$ cat src/rtl/sr_ctrl_pkg.sv
// Shared types for the shift-register fill/drain test controller.
// Holds the FSM state enum, phase encoding and default chain length.
package sr_ctrl_pkg;

  localparam int SR_LEN_DEF = 128;

  typedef enum logic [1:0] {
    S_IDLE  = 2'd0,
    S_FILL  = 2'd1,
    S_DRAIN = 2'd2,
    S_DONE  = 2'd3
  } state_t;

  // Phase A drives data with the strobe low, phase B raises the strobe.
  typedef enum logic {
    PH_A = 1'b0,
    PH_B = 1'b1
  } phase_t;

endpackage

$ cat src/rtl/sr_bit_counter.sv
// Bit index / phase counter for the fill and drain passes.
// Ports: clr, en in; bit_idx, phase, last plus their next values out.
module sr_bit_counter
  import sr_ctrl_pkg::*;
#(
  parameter  int SR_LEN = SR_LEN_DEF,
  localparam int IW     = $clog2(SR_LEN)
) (
  input  logic          clk,
  input  logic          rst_n,
  input  logic          clr,
  input  logic          en,
  output logic [IW-1:0] bit_idx,
  output phase_t        phase,
  output logic          last,
  output logic [IW-1:0] idx_nxt,
  output phase_t        phase_nxt
);

  assign last = (bit_idx == IW'(SR_LEN - 1));

  // The next values are exported so the owner can register its
  // strobe and data outputs in step with the counter.
  always_comb begin
    idx_nxt   = bit_idx;
    phase_nxt = phase;
    if (clr) begin
      idx_nxt   = '0;
      phase_nxt = PH_A;
    end else if (en) begin
      if (phase == PH_B) begin
        phase_nxt = PH_A;
        idx_nxt   = last ? '0 : bit_idx + IW'(1);
      end else begin
        phase_nxt = PH_B;
      end
    end
  end

  always_ff @(posedge clk or negedge rst_n) begin
    if (!rst_n) begin
      bit_idx <= '0;
      phase   <= PH_A;
    end else begin
      bit_idx <= idx_nxt;
      phase   <= phase_nxt;
    end
  end

endmodule

$ cat src/rtl/sr_shift_ctrl.sv
// Fill/drain test controller for an external latch shift register.
// Ports: start/abort/pattern in; sr_in/sr_clk/sr_out link; busy/done/pass/err_cnt.
module sr_shift_ctrl
  import sr_ctrl_pkg::*;
#(
  parameter  int SR_LEN = SR_LEN_DEF,
  parameter  int ERR_W  = 9,
  localparam int IW     = $clog2(SR_LEN)
) (
  input  logic             clk,
  input  logic             rst_n,
  input  logic             start,
  input  logic             abort,
  input  logic [7:0]       pattern,
  output logic             sr_in,
  output logic             sr_clk,
  input  logic             sr_out,
  output logic             busy,
  output logic             done,
  output logic             pass,
  output logic [ERR_W-1:0] err_cnt
);

  state_t           state_q;
  state_t           state_d;
  logic [7:0]       pat_q;
  logic [7:0]       pat_d;
  logic [ERR_W-1:0] err_work_q;
  logic             cap;
  logic             cnt_clr;
  logic             cnt_en;
  logic             xfer_end;
  logic             sample;
  logic             sr_in_d;
  logic             sr_clk_d;

  logic [IW-1:0]    bit_idx;
  logic [IW-1:0]    idx_nxt;
  phase_t           phase;
  phase_t           phase_nxt;
  logic             last;
  logic             unused_idx;

  sr_bit_counter #(
    .SR_LEN (SR_LEN)
  ) u_cnt (
    .clk       (clk),
    .rst_n     (rst_n),
    .clr       (cnt_clr),
    .en        (cnt_en),
    .bit_idx   (bit_idx),
    .phase     (phase),
    .last      (last),
    .idx_nxt   (idx_nxt),
    .phase_nxt (phase_nxt)
  );

  // Only the low three index bits select a pattern bit.
  assign unused_idx = ^{bit_idx, idx_nxt};

  assign xfer_end = (phase == PH_B) && last;

  always_comb begin
    state_d = state_q;
    cap     = 1'b0;
    cnt_clr = 1'b0;
    cnt_en  = 1'b0;
    sample  = 1'b0;
    unique case (state_q)
      S_IDLE: begin
        if (!abort && start) begin
          state_d = S_FILL;
          cap     = 1'b1;
          cnt_clr = 1'b1;
        end
      end
      S_FILL: begin
        if (abort) begin
          state_d = S_IDLE;
        end else begin
          cnt_en = 1'b1;
          if (xfer_end) state_d = S_DRAIN;
        end
      end
      S_DRAIN: begin
        if (abort) begin
          state_d = S_IDLE;
        end else begin
          cnt_en = 1'b1;
          sample = (phase == PH_A);
          if (xfer_end) state_d = S_DONE;
        end
      end
      S_DONE: begin
        state_d = S_IDLE;
      end
    endcase
  end

  // Strobe and data are registered from next-state values so the
  // shift-register clock comes straight off a flop.
  assign pat_d    = cap ? pattern : pat_q;
  assign sr_clk_d = ((state_d == S_FILL) || (state_d == S_DRAIN))
                    && (phase_nxt == PH_B);
  assign sr_in_d  = (state_d == S_FILL) && pat_d[idx_nxt[2:0]];

  always_ff @(posedge clk or negedge rst_n) begin
    if (!rst_n) begin
      state_q <= S_IDLE;
      pat_q   <= '0;
      sr_in   <= 1'b0;
      sr_clk  <= 1'b0;
    end else begin
      state_q <= state_d;
      pat_q   <= pat_d;
      sr_in   <= sr_in_d;
      sr_clk  <= sr_clk_d;
    end
  end

  // Running count for the test in progress; the visible result only
  // changes on completion, so an abort leaves the last result intact.
  always_ff @(posedge clk or negedge rst_n) begin
    if (!rst_n) begin
      err_work_q <= '0;
    end else if (cap) begin
      err_work_q <= '0;
    end else if (sample && (sr_out != pat_q[bit_idx[2:0]])
                 && (err_work_q != '1)) begin
      err_work_q <= err_work_q + ERR_W'(1);
    end
  end

  always_ff @(posedge clk or negedge rst_n) begin
    if (!rst_n) begin
      err_cnt <= '0;
      pass    <= 1'b0;
    end else if ((state_q == S_DRAIN) && (state_d == S_DONE)) begin
      err_cnt <= err_work_q;
      pass    <= (err_work_q == '0);
    end
  end

  assign busy = (state_q == S_FILL) || (state_q == S_DRAIN);
  assign done = (state_q == S_DONE);

endmodule

$ cat config.mk
export PLATFORM = sky130hd
export DESIGN_NAME = sr_shift_ctrl
export DESIGN_NICKNAME = d
export VERILOG_FILES = /design/src/rtl/sr_ctrl_pkg.sv /design/src/rtl/sr_bit_counter.sv /design/src/rtl/sr_shift_ctrl.sv
export SDC_FILE = /design/constraint.sdc
export NUM_CORES = 1
export LEC_CHECK = 0
export ABC_AREA = 1
export BUFFER_PORTS_ARGS = -buffer_cell sky130_fd_sc_hd__clkbuf_2
export CAP_MARGIN = 20
export CORE_UTILIZATION = 50
export CTS_CLUSTER_SIZE = 25
export DETAILED_ROUTE_END_ITERATION = 10
export GPL_ROUTABILITY_DRIVEN = 0
export PLACE_DENSITY = 0.68
export SLEW_MARGIN = 0
export SYNTH_ARGS = -nofsm -noshare
export SYNTH_HDL_FRONTEND = slang
export SYNTH_SLANG_ARGS = --single-unit
$ cat constraint.sdc
create_clock -name clk -period 2.6 [get_ports clk]
set_input_delay 0.65 -clock clk [delete_from_list [all_inputs] [get_ports clk]]
set_output_delay 0.65 -clock clk [all_outputs]
set_load 0.03 [all_outputs]
==> results.toml, run 1 <==
[clock_network]
cts_sinks = 39
cts_max_path_buffers = 2
clkTransAtPathRegs_ps = 80
cts_root_buf = "clkbuf_8"
htree_levels = 2
cts_resized = 0
numCtsBuffers = 5
postCtsHoldBufs = 0
post_cts_buffers = 0
cts_tree = "yes"
clock_latency_ps = 280

[detailed_routing]
dr.pass1.iters = 4
viasPerCell = 5.04
wl_per_cell_um = 12.2
drtIter0Drc = 132
detail_route.wirelength_um = 4420
drc = 0
drtAntennaViolNets = 0
vias = 1830

[critical_path]
ff2ff_path_depth = 9
cp-start-kind = "flop"
crit_chain = "inv_1 -> ha_1 -> nor2_1 -> o21ai_0 -> o21ai_0 -> nor2_2 -> nand3_2 -> buf_4 -> o21ai_2"
crit_fanout = 18
cp.arrival_ps = 2500
crit_slowest_cell = "nand3_2"
end_kind = "flop"
path_class = "reg2reg"
r2r_slack_ps = 310
crit_required_ps = 2820
crit_path_frequent_cell = "o21ai_0"
r2r-start = "state_q[0]"
r2r_end = "pass"
critPathMaxStageDelay_ps = 430

[die]
ios = 27
dieArea_mm2 = 0.00478
core_area_mm2 = 0.00435
start_util_pct = 51.8
die_h_um = 69.1
rows = 24
die_w_um = 69.1

[power]
p_leak_nw = 1.36
seq_power_share_pct = 38.5
comb_power_share_pct = 35.5
peakVddDrop_mv = 0.553
p_clk_share_pct = 26.1
power_density_mw_per_mm2 = 883
switching_share_pct = 37.8
internal-power_mw = 1.41
net-switching-power_uw = 858

[final_layout]
stdcell_count = 363
final_util_pct = 59.1
antenna_cells = 0
final_common_cell = "nand2_1"
syn2layout_area_growth_pct = 14.2
layout-drive-gt1-share_pct = 23.2
stdcell_area_mm2 = 0.00257
final_cell_mix = "nand2_1 (52), inv_1 (44), dfrtp_1 (39)"
fin_nets = 332

[outcome]
status = "complete, no violations"

[global_route]
gr-total-overflow = 0
grt_max_degree = 24
grt_pass1_vias = 1714
antenna_found_initial = 0
grt.total_usage_pct = 20.0
grt_pass1_wl_um = 7780

[sta]
slew_headroom_pct = 66.6
tns_ps = 0
tightest_slew_ps = 500
rsz0062_at_grt = "false"
slew_violations = 0
max_freq_mhz = 437
fin_crit_ps = 2290
finalCritPeriodShare_pct = 88.0
setup_viol = 0
worst_clock_skew_ps = 3.40
whs_ps = 304
finalHoldViolations = 0

[synth]
synth_cell_types = 30
syn_area_mm2 = 0.00225
postSynthAreaPerCell_um2 = 8.11
synth_cells = 278
ys_ff_latch = 39
ys_seq_area_share_pct = 43.3
ys.warnings.count = 0
synthesis.nets = 300

[placement]
dp.cells = 355
post-dp-hpwl_um = 3260
port_buffers = 26
post_dp_cell_area_mm2 = 0.00244

[run]
maxCapViolCount = 0

[min_path]
min_path_type = "in2async"
[Yosys cell counts]
master | number | area [um^2]
nand2_1 | 52 | 195
inv_1 | 44 | 165
dfrtp_1 | 39 | 976
nand3_1 | 33 | 165
nor2_1 | 24 | 90.1
nand2_2 | 12 | 75.1
o21ai_2 | 10 | 87.6
ha_1 | 9 | 113
o21ai_0 | 6 | 30.0
xor2_1 | 6 | 52.6
o21a_1 | 5 | 37.5
o21ai_1 | 5 | 25.0
a21oi_1 | 4 | 20.0
buf_2 | 3 | 15.0
inv_2 | 3 | 11.3
nor2_2 | 3 | 18.8
buf_6 | 2 | 22.5
nand3_2 | 2 | 20.0
nor2_4 | 2 | 22.5
nor3_1 | 2 | 10.0
nor4_1 | 2 | 12.5
o22ai_1 | 2 | 12.5
a21boi_2 | 1 | 11.3
a31oi_1 | 1 | 6.26
nand2_4 | 1 | 11.3
nand3_4 | 1 | 17.5
nand4_1 | 1 | 6.26
nor3b_1 | 1 | 7.51
o211ai_1 | 1 | 7.51
xnor2_1 | 1 | 8.76
[how the worst max path moves through the flow]
stage | start | to | slack [ps]
finish | state_q[0] | pass | 310
global route | state_q[0] | pass | 80
CTS | state_q[0] | pass | 310
detailed placement | state_q[0] | pass | 340
global placement | abort | err_cnt[1] | 390
floorplan | state_q[1] | sr_in | 700
[cell families (layout without fill, tap and decap cells)]
logic type | Yosys count | count (layout) | share of synthesized area, %
flip-flops | 39 | 39 | 43.3
AND/OR/NAND/NOR | 136 | 136 | 28.9
adder cells (fa/ha/maj) | 9 | 9 | 5.00
buffers and inverters | 52 | 85 | 9.49
XOR/XNOR | 7 | 7 | 2.72
AO/OA/AOI/OAI | 35 | 35 | 10.5
[critical path: cells and delay by family (launching register included)]
family	cells	cell delay, ps
AND/OR/NAND/NOR	3	710
buffers and inverters	2	460
adder cells (fa/ha/maj)	1	230
flip-flops	1	410
AO/OA/AOI/OAI	3	420
[stage by stage]
stage | power, mW | setup WS (ps)
after floorplan | 1.49 | 704
after global placement | 1.67 | 388
after detailed placement | 1.68 | 339
after CTS | 2.28 | 312
after global routing | 2.46 | 77.7
final | 2.27 | 312
[layer usage]
metal  GRT usage, %  share of wire (%)  vias up
met3           3.95                2.8        6
li1               -                  -      943
met2           31.1                 45       34
met4           5.90               0.97        0
met5              0                  0        -
met1           28.4                 51      847
[registers in the layout, indices dropped and copies added (netlist names)]
| name | flops |
|---|---|
| u_cnt.bit_idx | 7 |
| u_cnt.phase | 1 |
| state_q | 2 |
| err_cnt | 9 |
| pat_q | 8 |
| sr_clk | 1 |
| err_work_q | 9 |
| pass | 1 |
| sr_in | 1 |
[power by group through the flow]
stage	Combinational (mW)	Sequential (mW)	Clock, mW
after CTS	0.809	0.871	0.604
after global routing	0.935	0.892	0.633
after global placement	0.795	0.878	0
after floorplan	0.616	0.869	0
final	0.806	0.875	0.592
after detailed placement	0.802	0.882	0
[cell type report]
| cell class | instances | area [um^2] |
|---|---|---|
| Fill cell | 394 | 1780 |
| Multi-Input combinational cell | 187 | 1060 |
| Sequential cell | 39 | 976 |
| Inverter | 47 | 176 |
| Timing Repair Buffer | 30 | 160 |
| Clock buffer | 6 | 72.6 |
| Tap cell | 52 | 65.1 |
| Clock inverter | 2 | 60.1 |
Note: power is estimated with default switching activity, not from simulation.
==> run 2: changes to the inputs <==
==> constraint.sdc (replaced) <==
create_clock -name clk -period 2.6 [get_ports clk]
set_input_delay 0.26 -clock clk [delete_from_list [all_inputs] [get_ports clk]]
set_output_delay 0.26 -clock clk [all_outputs]
set_load 0.03 [all_outputs]
==> results.toml, run 2 (synthesis results as in run 1) <==
[sta]
rsz0062_at_grt = "false"
slew_violations = 0
worst_slack_ps = 501
setup_viol = 0
tightest_slew_ps = 514
finalCritPeriodShare_pct = 80.7
finalHoldViolations = 0
worst_clock_skew_ps = 5.72
max_freq_mhz = 476
slew_headroom_pct = 65.4
tns_ps = 0
fin_crit_ps = 2100
whs_ps = 206

[die]
die_w_um = 69.1
die_h_um = 69.1
rows = 24
dieArea_mm2 = 0.00478
start_util_pct = 51.8
ios = 27
core_area_mm2 = 0.00435

[detailed_routing]
drc = 0
drtAntennaViolNets = 0
drtIter0Drc = 89
detail_route.wirelength_um = 4280
dr.pass1.iters = 4
vias = 1835
viasPerCell = 5.06
wl_per_cell_um = 11.8

[run]
maxCapViolCount = 0

[final_layout]
register_area_um2 = 976
stdcell_area_mm2 = 0.00257
reg_top3 = "err_cnt: 9 flops, err_work_q: 9 flops, pat_q: 8 flops"
final_util_pct = 59.1
final_common_cell = "nand2_1"
fin_nets = 332
n_fill_cell = 428
multi_input_area_mm2 = 0.00106
antenna_cells = 0
layout-drive-gt1-share_pct = 23.2
final_cell_mix = "nand2_1 (52), inv_1 (44), dfrtp_1 (39)"
syn2layout_area_growth_pct = 14.2
stdcell_count = 363

[global_route]
gr-total-overflow = 0
grt.total_usage_pct = 20.0
grt_max_degree = 40
grt_pass1_vias = 1682
grt_pass1_wl_um = 7600
antenna_found_initial = 0

[critical_path]
r2r_slack_ps = 500
r2r_end = "err_work_q[4]"
path_class = "reg2reg"
ff2ff_path_depth = 11
crit_required_ps = 2830
r2r-start = "err_work_q[0]"
crit_fanout = 10
cp-start-kind = "flop"
end_kind = "flop"
cp.arrival_ps = 2330

[outcome]
status = "complete, no violations"

[placement]
post_dp_cell_area_mm2 = 0.00243
dp.cells = 353
port_buffers = 26
post-dp-hpwl_um = 3190
dp_slack_ps = 517

[power]
power.total_mw = 2.19
power_density_mw_per_mm2 = 852
peakVddDrop_mv = 0.513
p_leak_nw = 1.36

[min_path]
min_path_type = "in2reg"
worstHoldStart = "pattern[4]"
holdPathStages = 3
holdPathEnd = "pat_q[4]"

[clock_network]
clkTransAtPathRegs_ps = 80
htree_levels = 2
cts_max_path_buffers = 2
clock_latency_ps = 290
post_cts_buffers = 0
cts_tree = "yes"
numCtsBuffers = 5
cts_sinks = 39
cts_root_buf = "clkbuf_8"
run 2: worst max-delay path by stage:
| stage | start | end | slack, ps |
|---|---|---|---|
| floorplan | state_q[1] | sr_in | 700 |
| detailed placement | err_work_q[0] | err_work_q[4] | 520 |
| global placement | err_work_q[0] | err_work_q[0] | 530 |
| finish | err_work_q[0] | err_work_q[4] | 500 |
| CTS | err_work_q[0] | err_work_q[4] | 470 |
| global route | err_work_q[0] | err_work_q[5] | 260 |
run 2: worst max-delay path, stage by stage (launching register included):
cell and delay [ps]:
dfrtp_1 410, ha_1 230, nand3_1 130, nor3_1 70, nand2_1 80, nor2_1 50
ha_1 170, nor4_1 400, nand3_4 210, nand2_4 160, nand2_1 70, nand2_1 60
run 2: area by class of cell:
class | instances | area share (%)
inverters | 47 | 6.85
clock inverters | 2 | 1.36
clock buffers | 6 | 3.21
multi-input cells | 187 | 41.3
flip-flops and latches | 39 | 37.9
repair buffers | 30 | 6.81
well taps | 52 | 2.53
run 2: what timing repair did:
| item | in CTS | in global routing |
|---|---|---|
| hold endpoints to repair | 0 | 13 |
| gates resized for setup | 0 | 0 |
| hold buffers | 0 | 1 |
run 2: where the power goes:
part | internal, mW | switching (mW) | leakage, nW
Clock | 0.310 | 0.213 | 0.0612
Combinational | 0.290 | 0.509 | 0.778
Sequential | 0.745 | 0.125 | 0.521
Total | 1.35 | 0.847 | 1.36
run 2: metal layers:
layer	GRT usage [%]	vias to the layer above	part of all wire (%)
met5	0	-	0
met4	6.80	0	1.5
met3	4.97	7	4.4
met2	30.3	42	45
met1	27.9	835	49
li1	-	951	-
